$ cat config.mk
export PLATFORM = sky130hd
export DESIGN_NAME = shift_add_remultiplier_flat
export DESIGN_NICKNAME = d
export VERILOG_FILES = /design/src/rtl/shift_add_remultiplier_if.sv /design/src/rtl/shift_add_remultiplier.sv /design/src/flat_wrapper.sv
export SDC_FILE = /design/constraint.sdc
export NUM_CORES = 1
export LEC_CHECK = 0
export CAP_MARGIN = 15
export CORE_MARGIN = 2
export CORE_UTILIZATION = 56
export CTS_CLUSTER_DIAMETER = 150
export DETAILED_ROUTE_END_ITERATION = 8
export DONT_BUFFER_PORTS = 1
export GPL_TIMING_DRIVEN = 0
export PLACE_DENSITY = 0.74
export SETUP_SLACK_MARGIN = 0.15
export SYNTH_ARGS = -nofsm -noshare
export SYNTH_HDL_FRONTEND = slang
export SYNTH_SLANG_ARGS = --single-unit
export TNS_END_PERCENT = 1
$ cat constraint.sdc
create_clock -name clk -period 2.3 [get_ports clk]
set_clock_uncertainty 0.15 [all_clocks]
set_input_delay 0.23 -clock clk [delete_from_list [all_inputs] [get_ports clk]]
set_output_delay 0.23 -clock clk [all_outputs]
set_load 0.01 [all_outputs]
$ cat src/rtl/shift_add_remultiplier_if.sv
// Operand/result bundle for shift_add_remultiplier.
// The err signal exists only when REM_CHECK_EN is defined.
interface shift_add_remultiplier_if #(
   parameter int WIDTH = 4
);
   logic                 start;
   logic [WIDTH-1:0]     q;
   logic [WIDTH-1:0]     d;
   logic [WIDTH-1:0]     r;
   logic [2*WIDTH-1:0]   n;
   logic                 busy;
   logic                 done;
`ifdef REM_CHECK_EN
   logic                 err;
`endif

   // Requester side: drives the operands, observes the result
   modport master (
      output start, q, d, r,
      input  n, busy, done
`ifdef REM_CHECK_EN
      , input err
`endif
   );

   // Multiplier side
   modport slave (
      input  start, q, d, r,
      output n, busy, done
`ifdef REM_CHECK_EN
      , output err
`endif
   );
endinterface

$ cat src/rtl/shift_add_remultiplier.sv
// Reconstructs a dividend n = q*d + r with a radix-2 shift-and-add
// multiplier: the accumulator is seeded with r and one partial product
// of q*d is added per cycle, so a result takes WIDTH cycles in MUL.
// Optional feature macro: REM_CHECK_EN adds the err output, flagging a
// captured remainder that is not smaller than the captured divisor.
module shift_add_remultiplier #(
   parameter int WIDTH = 4
) (
   input  logic                        clk,
   input  logic                        rst_n,
   shift_add_remultiplier_if.slave     bus
);
   localparam int CW = (WIDTH > 2) ? $clog2(WIDTH) : 1;
   localparam logic [CW-1:0] LAST_CNT = CW'(WIDTH - 1);

   typedef enum logic [1:0] {
      IDLE = 2'd0,
      MUL  = 2'd1,
      DONE = 2'd2
   } state_t;

   state_t               state_q, state_d;
   logic [WIDTH-1:0]     qreg_q, qreg_d;
   logic [2*WIDTH-1:0]   acc_q, acc_d;
   logic [2*WIDTH-1:0]   mcand_q, mcand_d;
   logic [CW-1:0]        cnt_q, cnt_d;
   logic [2*WIDTH-1:0]   n_q, n_d;
   logic                 busy_o;
   logic                 done_o;
   logic                 accept;
   logic                 last_iter;

   // A start is honoured only outside MUL; it is dropped while busy
   assign accept    = bus.start && (state_q != MUL);
   assign last_iter = (state_q == MUL) && (cnt_q == LAST_CNT);

   // State register
   always_ff @(posedge clk or negedge rst_n) begin
      if (!rst_n) begin
         state_q <= IDLE;
      end else begin
         state_q <= state_d;
      end
   end

   // Next-state logic
   always_comb begin
      state_d = state_q;
      case (state_q)
         IDLE:    if (bus.start) state_d = MUL;
         MUL:     if (cnt_q == LAST_CNT) state_d = DONE;
         DONE:    state_d = bus.start ? MUL : IDLE;
         default: state_d = IDLE;
      endcase
   end

   // Outputs decoded straight from the state register
   always_comb begin
      busy_o = 1'b0;
      done_o = 1'b0;
      case (state_q)
         MUL:     busy_o = 1'b1;
         DONE:    done_o = 1'b1;
         default: ;
      endcase
   end

   assign bus.busy = busy_o;
   assign bus.done = done_o;
   assign bus.n    = n_q;

   // Datapath: operand capture on accept, one shift-add iteration per MUL cycle
   always_comb begin
      qreg_d  = qreg_q;
      acc_d   = acc_q;
      mcand_d = mcand_q;
      cnt_d   = cnt_q;
      n_d     = n_q;
      if (accept) begin
         qreg_d  = bus.q;
         acc_d   = {{WIDTH{1'b0}}, bus.r};
         mcand_d = {{WIDTH{1'b0}}, bus.d};
         cnt_d   = '0;
      end else if (state_q == MUL) begin
         acc_d   = qreg_q[0] ? (acc_q + mcand_q) : acc_q;
         mcand_d = mcand_q << 1;
         qreg_d  = qreg_q >> 1;
         cnt_d   = cnt_q + CW'(1);
         // n only moves when the final iteration lands, so it is stable in MUL
         if (last_iter) n_d = acc_d;
      end
   end

   // Datapath registers
   always_ff @(posedge clk or negedge rst_n) begin
      if (!rst_n) begin
         qreg_q  <= '0;
         acc_q   <= '0;
         mcand_q <= '0;
         cnt_q   <= '0;
         n_q     <= '0;
      end else begin
         qreg_q  <= qreg_d;
         acc_q   <= acc_d;
         mcand_q <= mcand_d;
         cnt_q   <= cnt_d;
         n_q     <= n_d;
      end
   end

`ifdef REM_CHECK_EN
   logic rem_bad_q, rem_bad_d;
   logic err_q, err_d;

   // The remainder check is evaluated on the captured operands; err is
   // published with done and held until the next accepted start
   always_comb begin
      rem_bad_d = rem_bad_q;
      err_d     = err_q;
      if (accept) begin
         rem_bad_d = (bus.r >= bus.d);
         err_d     = 1'b0;
      end else if (last_iter) begin
         err_d     = rem_bad_q;
      end
   end

   // Remainder-check registers
   always_ff @(posedge clk or negedge rst_n) begin
      if (!rst_n) begin
         rem_bad_q <= 1'b0;
         err_q     <= 1'b0;
      end else begin
         rem_bad_q <= rem_bad_d;
         err_q     <= err_d;
      end
   end

   assign bus.err = err_q;
`endif

endmodule

$ cat src/flat_wrapper.sv
// flat-port wrapper written by rule: the top's interface ports become plain ports
module shift_add_remultiplier_flat 
#(
   parameter int WIDTH = 4
)
  (clk, rst_n, bus_start, bus_q, bus_d, bus_r, bus_n, bus_busy, bus_done);
  shift_add_remultiplier_if #(.WIDTH(WIDTH)) bus_i ();
  input  logic clk;
  input  logic rst_n;
  input wire logic [$bits(bus_i.start)-1:0] bus_start;
  input wire logic [$bits(bus_i.q)-1:0] bus_q;
  input wire logic [$bits(bus_i.d)-1:0] bus_d;
  input wire logic [$bits(bus_i.r)-1:0] bus_r;
  output wire logic [$bits(bus_i.n)-1:0] bus_n;
  output wire logic [$bits(bus_i.busy)-1:0] bus_busy;
  output wire logic [$bits(bus_i.done)-1:0] bus_done;
  assign bus_i.start = bus_start;
  assign bus_i.q = bus_q;
  assign bus_i.d = bus_d;
  assign bus_i.r = bus_r;
  assign bus_n = bus_i.n;
  assign bus_busy = bus_i.busy;
  assign bus_done = bus_i.done;
  shift_add_remultiplier #(.WIDTH(WIDTH)) u_core (.clk(clk), .rst_n(rst_n), .bus(bus_i));
endmodule
-- Word-level counts from Yosys, hierarchy flattened
Index checks and enable logic that the tools add are counted.
- register bits after elaboration: 32
- bits in latches: 0
- RAM bits: 0
- memory bits (read-only): 0
- input port bits: 15
- output and inout port bits: 10
- word-level logic and storage cells: 36
- memories: 0
- $add $sub $neg: 2
- $mul: 0
- divide/modulo/power cells: 0
- magnitude comparators: 0
- eq/ne operators: 6
- shifts and indexed selects: 0
- muxes and demuxes: 15
- bitwise operators: 1
- reductions and logical operators: 6
- operators with widths (cell ; count):
    8-bit 2-to-1 mux ; 5
    8-bit adder ; 1
    2-bit 2-to-1 mux ; 4
    4-bit 2-to-1 mux ; 2
    2-bit case mux with 3 select lines ; 1
    2-bit equality test (second input constant) ; 2
    2-bit by 1-bit != test with 1-bit output (second input constant) ; 2
    1-bit 2-to-1 mux ; 3
    3-bit AND reduction ; 1
    2-bit by 1-bit adder with 2-bit output (second input constant) ; 1
    2-bit by 1-bit equality test with 1-bit output (second input constant) ; 1
    1-bit logical AND ; 2
    2-bit zero test ; 1
    2-bit != test (second input constant) ; 1
    2-bit AND reduction ; 1
    2-bit nonzero test ; 1
    1-bit inverter ; 1

-- Depth between registers and ports, before layout
Gate-level depths: netlist (run 1).
- word-level depth: 4
- gate-level depth with buffers: 8
- gate-level depth less buffers: 8

-- Worst setup path before layout (run 1)
Ideal clock, no wire load.
- path kind: reg-to-reg
- start: register u_core.mcand_q[0]
- end: register u_core.acc_q[6]
- library setup time: 0.122 ns
- arrival time: 1.871 ns
- required time: 2.028 ns
- setup slack: 0.157 ns
- stages on the path, launching flop included: 9
- path buffers: 0
- period minus slack after synthesis: 2.143 ns
- path through: dfrtp_1 ha_1 inv_1 fa_1 nor2b_1 o31a_1 o21a_1 or3_1 a32o_1
- longest elaborated chain between the ends: 4
- RTL lines (element ; line ; text):
    start: declaration ; shift_add_remultiplier.sv:25 ; logic [2*WIDTH-1:0] mcand_q, mcand_d;
    start signal: assignment ; shift_add_remultiplier.sv:105 ; mcand_q <= mcand_d;
    8-bit adder ; shift_add_remultiplier.sv:85 ; acc_d = qreg_q[0] ? (acc_q + mcand_q) : acc_q;
    8-bit 2-to-1 mux ; shift_add_remultiplier.sv:85 ;
    8-bit 2-to-1 mux ; shift_add_remultiplier.sv:84 ; end else if (state_q == MUL) begin
    8-bit 2-to-1 mux ; shift_add_remultiplier.sv:79 ; if (accept) begin
    end signal: assignment ; shift_add_remultiplier.sv:98 ; acc_q <= '0;
    end signal: assignment ; shift_add_remultiplier.sv:104 ; acc_q <= acc_d;
    end: declaration ; shift_add_remultiplier.sv:24 ; logic [2*WIDTH-1:0] acc_q, acc_d;
Every way passes these cells. The select of a mux whose other input is x is not followed.
A chain may end at the register's enable or synchronous reset.

-- Final worst setup path (run 1)
- start: register u_core.acc_q[0]
- end: register u_core.acc_q[6]
- longest elaborated chain between the ends: 4
- RTL lines (element ; line):
    8-bit adder ; shift_add_remultiplier.sv:85
    8-bit 2-to-1 mux ; shift_add_remultiplier.sv:85
    8-bit 2-to-1 mux ; shift_add_remultiplier.sv:84
    8-bit 2-to-1 mux ; shift_add_remultiplier.sv:79
Every way passes these cells. The select of a mux whose other input is x is not followed.

==> results.md, run 1 <==
* Layout cells sized above 1 at 0.141
* Endpoint class of the critical path: register
* Clk_lat worst skew at 340 ps
* Most area-hungry cell type in the Yosys netlist: dfrtp_1
* Tcrit/Tclk final at 0.979
* Slowest stage cell, crit path: dfrtp_1
* Switching Share at 0.439
* WHS at 82.8 ps
* Starting DRT DRC Count at 94
* Grt ovf at 0
* Number of inserted diodes at 0
* Rel. slew slack at 0.564
* CTS tree: yes
* PwrDens at 1300 nW/µm²
* Row count at 19
* Core Box Area at 2810 µm²
* Initial antenna violation count at 0
* Flops & latches, synth at 32
* H-tree depth at 2
* Seq pwr share at 0.381
* Worst Path Max Fanout at 4
* Final HPWL DP at 2.69 mm
* Synth Instances at 175
* Final Net Count at 229
* Class of the worst hold path: in2reg
* Final wirelength at 4.08 mm
* Achievable Freq at 0.444 GHz
* DR DRC count at 2
* Register area at 801 µm²
* Final setup viols at 0
* Clock power share at 0.113
* Area delta synth->final at 21.7%
* Most common cell after layout, fill and taps aside: dfrtp_1
* Final design utilization at 0.733
* NetSw at 0.00117 W
* Outcome: finished, violations left
* CP Launch Type: register
* Largest net degree at the start of global routing at 33
* Port Buf Inserts at 0
* Synthesized area per cell at 9.65 µm²
* Area occupied by multi-input gates at 888 µm²
* Root Buffer: clkbuf_4
* Starting Density at 0.602
* Routed WL per cell at 17.3 µm
* Share of the synthesized area in the top cell type at 0.474
* Max-Cap Viols at 0
* Area of the die at 3470 µm²
* Clock Pin Slew Worst Setup and Hold Paths at 100 ps
* Share of the yosys chip area belonging to registers at 0.474
* CTS buffer count at 5
* Gpl congestion at 0.909
* Comb power frac at 0.506
* Tmin final at 2250 ps
* Critical path class: reg2reg
* Synth warnings at 0
* Slew Viols, Final at 0
* Die Height at 58.9 µm
* Unrepaired setup endpoints after global routing: yes
* I/O pins at 25
* Synth cell types at 40
* GRT Total Usage at 0.263
* Data arrival, critical path at 2330 ps
* Filler cells at 217
* Syn Nets at 199
* Mapped cell area at 1690 µm²
* Critical Path RT at 2380 ps
* Worst path cell trace: ha_2 > inv_2 > fa_2 > nor2b_1 > o31a_1 > o21a_1 > or3_1 > a32o_1
* Leakage power total at 0.946 nW
* Clock Sinks at 32
* Final antenna-violating net count at 0
* Synth top area cells: dfrtp_1 (47%), nand2_1 (6.7%), ha_1 (5.9%)
* Least-Margin Pin Slew at 655 ps
* Crit-path max cell delay at 400 ps
* Pre-Repair DR Iteration Count at 6
* Routed vias at 1,450
* Worst vdd ir at 750 µV
* Internal at 0.00149 W
* Vias in the first global route at 1,454
* Die boundary width at 58.9 µm
* Longest Clk Path Bufs at 2
* First-pass GRT wire length at 6.73 mm
* Hold Fails Final Rpt at 0
* Commonest non-fill, non-tap cells in the layout: dfrtp_1 (32), nand2_1 (30), o21ai_0 (19)
* Failing checks: design-rule violations
* Vias per std cell at 6.14
==> what timing repair did <==
action / 4_1_cts / 5_1_grt
endpoints found under the hold margin: 46 / 0
setup buffers: 5 / 3
endpoints found under the setup margin: 5 / 10
pin swaps: 2 / 6
hold buffers: 15 / 0
resized for setup: 5 / 8
==> state kept, by name (all words and copies together), names as in the netlist <==
| register | count |
|---|---|
| u_core.acc_q | 8 |
| u_core.bus.n | 8 |
| u_core.mcand_q | 8 |
| u_core.qreg_q | 4 |
| u_core.cnt_q | 2 |
| u_core.state_q | 2 |
==> power by group through the flow <==
stage | sequential (W) | combinational, W | clock [W]
CTS | 0.00100 | 0.00120 | 0.000299
floorplan | 0.000952 | 0.000872 | 0
finish | 0.00102 | 0.00135 | 0.000300
global placement | 0.000996 | 0.00105 | 0
detailed placement | 0.00101 | 0.00109 | 0
global route | 0.00105 | 0.00151 | 0.000331
==> critical path, delay by kind of cell, from the launching register on <==
family                   cells  cell delay, ps
AO/OA/AOI/OAI                3             760
flip-flops                   1             400
adder cells (fa/ha/maj)      2             400
AND/OR/NAND/NOR              2             380
buffers and inverters        1              50
==> path summary, 6_finish.rpt <==
check / end / start / slack [ps] / cells after the start
max: u_core.acc_q[6] / u_core.acc_q[0] / 50 / 8
min: u_core.acc_q[1] / bus_r[1] / 80 / 2
min reg2reg: u_core.state_q[0] / u_core.state_q[0] / 360 / 1
min in group asynchronous: u_core.acc_q[4] / rst_n / 180 / 2
max reg2reg: u_core.acc_q[6] / u_core.acc_q[0] / 50 / 8
max in group asynchronous: u_core.qreg_q[3] / rst_n / 1650 / 2
==> metrics by stage <==
step / worst slack (ps) / TNS [ps] / instance area (µm²) / power [W] / cells
4_1_cts: 72.9 / 0 / 1990 / 0.00250 / 233
3_5_place_dp: 2.08 / 0 / 1730 / 0.00210 / 206
6_report: 48.0 / 0 / 2060 / 0.00266 / 236
2_1_floorplan: 157 / 0 / 1690 / 0.00182 / 175
3_3_place_gp: 55.4 / 0 / 1730 / 0.00204 / 206
5_1_grt: -7.49 / -7.49 / 2060 / 0.00289 / 236
==> cell families after synthesis <==
family / share of synthesized area
and+or+nand+nor: 0.147
AOI/OAI and AO/OA: 0.204
DFF: 0.474
buffers and inverters: 0.0348
muxes: 0.0533
adders and majority gates: 0.0711
xor gates and xnor gates: 0.0156
==> cells in the mapped netlist <==
cell and instances:
a22o_1 2, nor4_1 1, nand2b_1 1, o211ai_2 1, xor2_1 3, a211o_1 1
dfrtp_1 32, or3_1 1, buf_1 2, o21ai_0 19, o31a_1 2, a32o_1 1
nand2_1 30, a31oi_1 1, fa_1 1, or4_1 2, o31ai_1 1, o211ai_1 1
a211oi_2 1, nor2b_1 2, o22a_1 1, a21o_1 4, a21oi_1 6, clkinv_1 1
nor3_1 3, ha_1 8, clkbuf_1 4, nand3_1 4, mux2i_1 9, o22ai_1 1
a2bb2oi_1 2, a221oi_1 1, o21a_1 3, or4b_1 1, a32oi_1 2, nor2_1 10
o311ai_0 1, and3_1 1, inv_1 6, buf_2 2
==> final cells by class <==
class,instances,area share
Multi-Input combinational cell,128,0.432
Sequential cell,32,0.390
Timing Repair Buffer,23,0.107
Clock buffer,6,0.0201
Tap cell,31,0.0189
Buffer,8,0.0170
Inverter,7,0.0128
Clock inverter,1,0.00243
==> routing by layer <==
layer / routed length [µm] / GRT usage
met5: 0 / 0
met3: 229 / 0.0615
met2: 2040 / 0.441
met1: 1720 / 0.319
met4: 85 / 0.120
Note: power is estimated with default switching activity, not from simulation.
==> run 2: changes to the inputs <==
--- a/config.mk
+++ b/config.mk
@@ -7,12 +7,11 @@
 export LEC_CHECK = 0
 export CAP_MARGIN = 15
 export CORE_MARGIN = 2
-export CORE_UTILIZATION = 56
+export CORE_UTILIZATION = 48
 export CTS_CLUSTER_DIAMETER = 150
 export DETAILED_ROUTE_END_ITERATION = 8
-export DONT_BUFFER_PORTS = 1
 export GPL_TIMING_DRIVEN = 0
-export PLACE_DENSITY = 0.74
+export PLACE_DENSITY = 0.75
 export SETUP_SLACK_MARGIN = 0.15
 export SYNTH_ARGS = -nofsm -noshare
 export SYNTH_HDL_FRONTEND = slang
==> run 2 against run 1 <==
Compared with the run above: the flow now finishes without violations; register-to-register slack improved by 40 ps; non-clock buffer count is 10 higher; first-iteration DRC count decreased by 7.4%; final cell count up 11%; clock power rose by 13%; sequential power down 5%; sequential share of layout area is 2.3 points lower; hold slack improved by 41 ps; die area increased by 15%; highest routed layer unchanged.
==> results.md, run 2 (synthesized netlist as in run 1, its figures left out) <==
* CTS buffer count at 5
* Row count at 21
* CP Launch Point: u_core.mcand_q[4]
* Area occupied by multi-input gates at 872 µm²
* Tcrit/Tclk final at 0.961
* Gpl congestion at 0.868
* Design Area, Final at 2190 µm²
* Final setup viols at 0
* CTS tree: yes
* Vias in the first global route at 1,423
* Final Net Count at 239
* GRT Total Usage at 0.210
* H-tree depth at 2
* Most common cell after layout, fill and taps aside: dfrtp_1
* Unrepaired setup endpoints after global routing: yes
* WHS at 124 ps
* Longest Clk Path Bufs at 2
* Core Box Area at 3360 µm²
* Outcome: complete, no violations
* Final wirelength at 3.96 mm
* CP Launch Type: register
* Area of the die at 4010 µm²
* Grt ovf at 0
* Root Buffer: clkbuf_4
* Area delta synth->final at 29.4%
* Layout cells sized above 1 at 0.134
* Met2 WL at 1.95 mm
* Worst slack at placement at -245 ps
* Critical Path RT at 2410 ps
* Final design utilization at 0.650
* First-pass GRT wire length at 6.67 mm
* I/O pins at 25
* Final HPWL DP at 2.77 mm
* Starting Density at 0.502
* Final setup margin at 88.9 ps
* Met1 Routed Length at 1.73 mm
* Routed WL per cell at 15.1 µm
* Placed inst area at 2010 µm²
* Number of inserted diodes at 0
* Pre-Repair DR Iteration Count at 4
* Die boundary width at 63.3 µm
* Data arrival, critical path at 2320 ps
* Clock Sinks at 32
* Leakage power total at 0.995 nW
* PwrDens at 1290 nW/µm²
* Hold Fails Final Rpt at 0
* Least-Margin Pin Slew at 669 ps
* Reg2Reg Depth at 6
* DR DRC count at 0
* R2r endpoint: u_core.bus.n[7]
* Worst Setup EP: u_core.bus.n[7]
* Clock Pin Slew Worst Setup and Hold Paths at 110 ps
* Endpoint class of the critical path: register
* Max-Cap Viols at 0
* Class of the worst hold path: in2async
* Port Buf Inserts at 24
* Tmin final at 2210 ps
* Final antenna-violating net count at 0
* Register area at 801 µm²
* Initial antenna violation count at 0
* Commonest non-fill, non-tap cells in the layout: dfrtp_1 (32), nand2_1 (30), clkdlybuf4s50_1 (23)
* Die Height at 63.3 µm
* Starting DRT DRC Count at 87
* FF-to-FF Start: u_core.mcand_q[4]
* Wire length on met3 at 218 µm
* Clk_lat worst skew at 330 ps
* Vias per std cell at 5.60
* Achievable Freq at 0.452 GHz
* Worst vdd ir at 627 µV
* Rel. slew slack at 0.554
* Filler cells at 297
* Hold buffers post-CTS at 0
* Critical path class: reg2reg
* R2r setup slk at 90 ps
* Largest net degree at the start of global routing at 22
* Slew Viols, Final at 0
* Worst Path Max Fanout at 4
* Max Used Layer: met4
* Routed vias at 1,468
==> run 2: worst min path at each step <==
stage | from | cells after the start | endpoint
floorplan | rst_n | 0 | u_core.acc_q[0]
global placement | u_core.bus.n[0] | 2 | u_core.bus.n[0]
detailed placement | u_core.bus.n[1] | 2 | u_core.bus.n[1]
CTS | rst_n | 1 | u_core.bus.n[7]
global route | rst_n | 1 | u_core.acc_q[5]
finish | rst_n | 1 | u_core.acc_q[5]
==> run 2: cell type report <==
type	count	area share
multi-input combinational	128	0.399
sequential	32	0.366
timing repair buffer	33	0.150
tap	46	0.0263
clock buffer	6	0.0235
buffer	8	0.0183
inverter	7	0.0120
clock inverter	2	0.00458
==> run 2: worst max-delay path: stages (launching register included) <==
cell,delay (ps)
dfrtp_1,420
ha_1,370
a21oi_1,240
nor2_1,100
o31a_1,280
or4_1,410
a31oi_1,170
==> run 2: metal layers <==
metal	track usage	vias to the layer above
met3	0.0554	7
met2	0.337	42
met5	0	-
met4	0.0516	0
li1	-	706
met1	0.285	713
==> run 2: metrics by stage <==
step	std cells	TNS (ps)	total power, W
2_1_floorplan	175	0	0.00182
3_3_place_gp	245	-187	0.00221
3_5_place_dp	246	-245	0.00228
4_1_cts	259	0	0.00271
5_1_grt	262	0	0.00304
6_report	262	0	0.00281
==> run 2: power breakdown <==
group / switching (W) / total [W] / internal, W
combinational: 0.000799 / 0.00150 / 0.000705
sequential: 0.000178 / 0.000970 / 0.000792
clock: 0.000194 / 0.000339 / 0.000145
==> run 2: repair_timing <==
item                       in CTS  in global routing
pin swaps                       5                  3
buffers inserted                5                  3
setup endpoints to repair       5                  5
gates resized for setup         9                  4
cloned                          0                  0
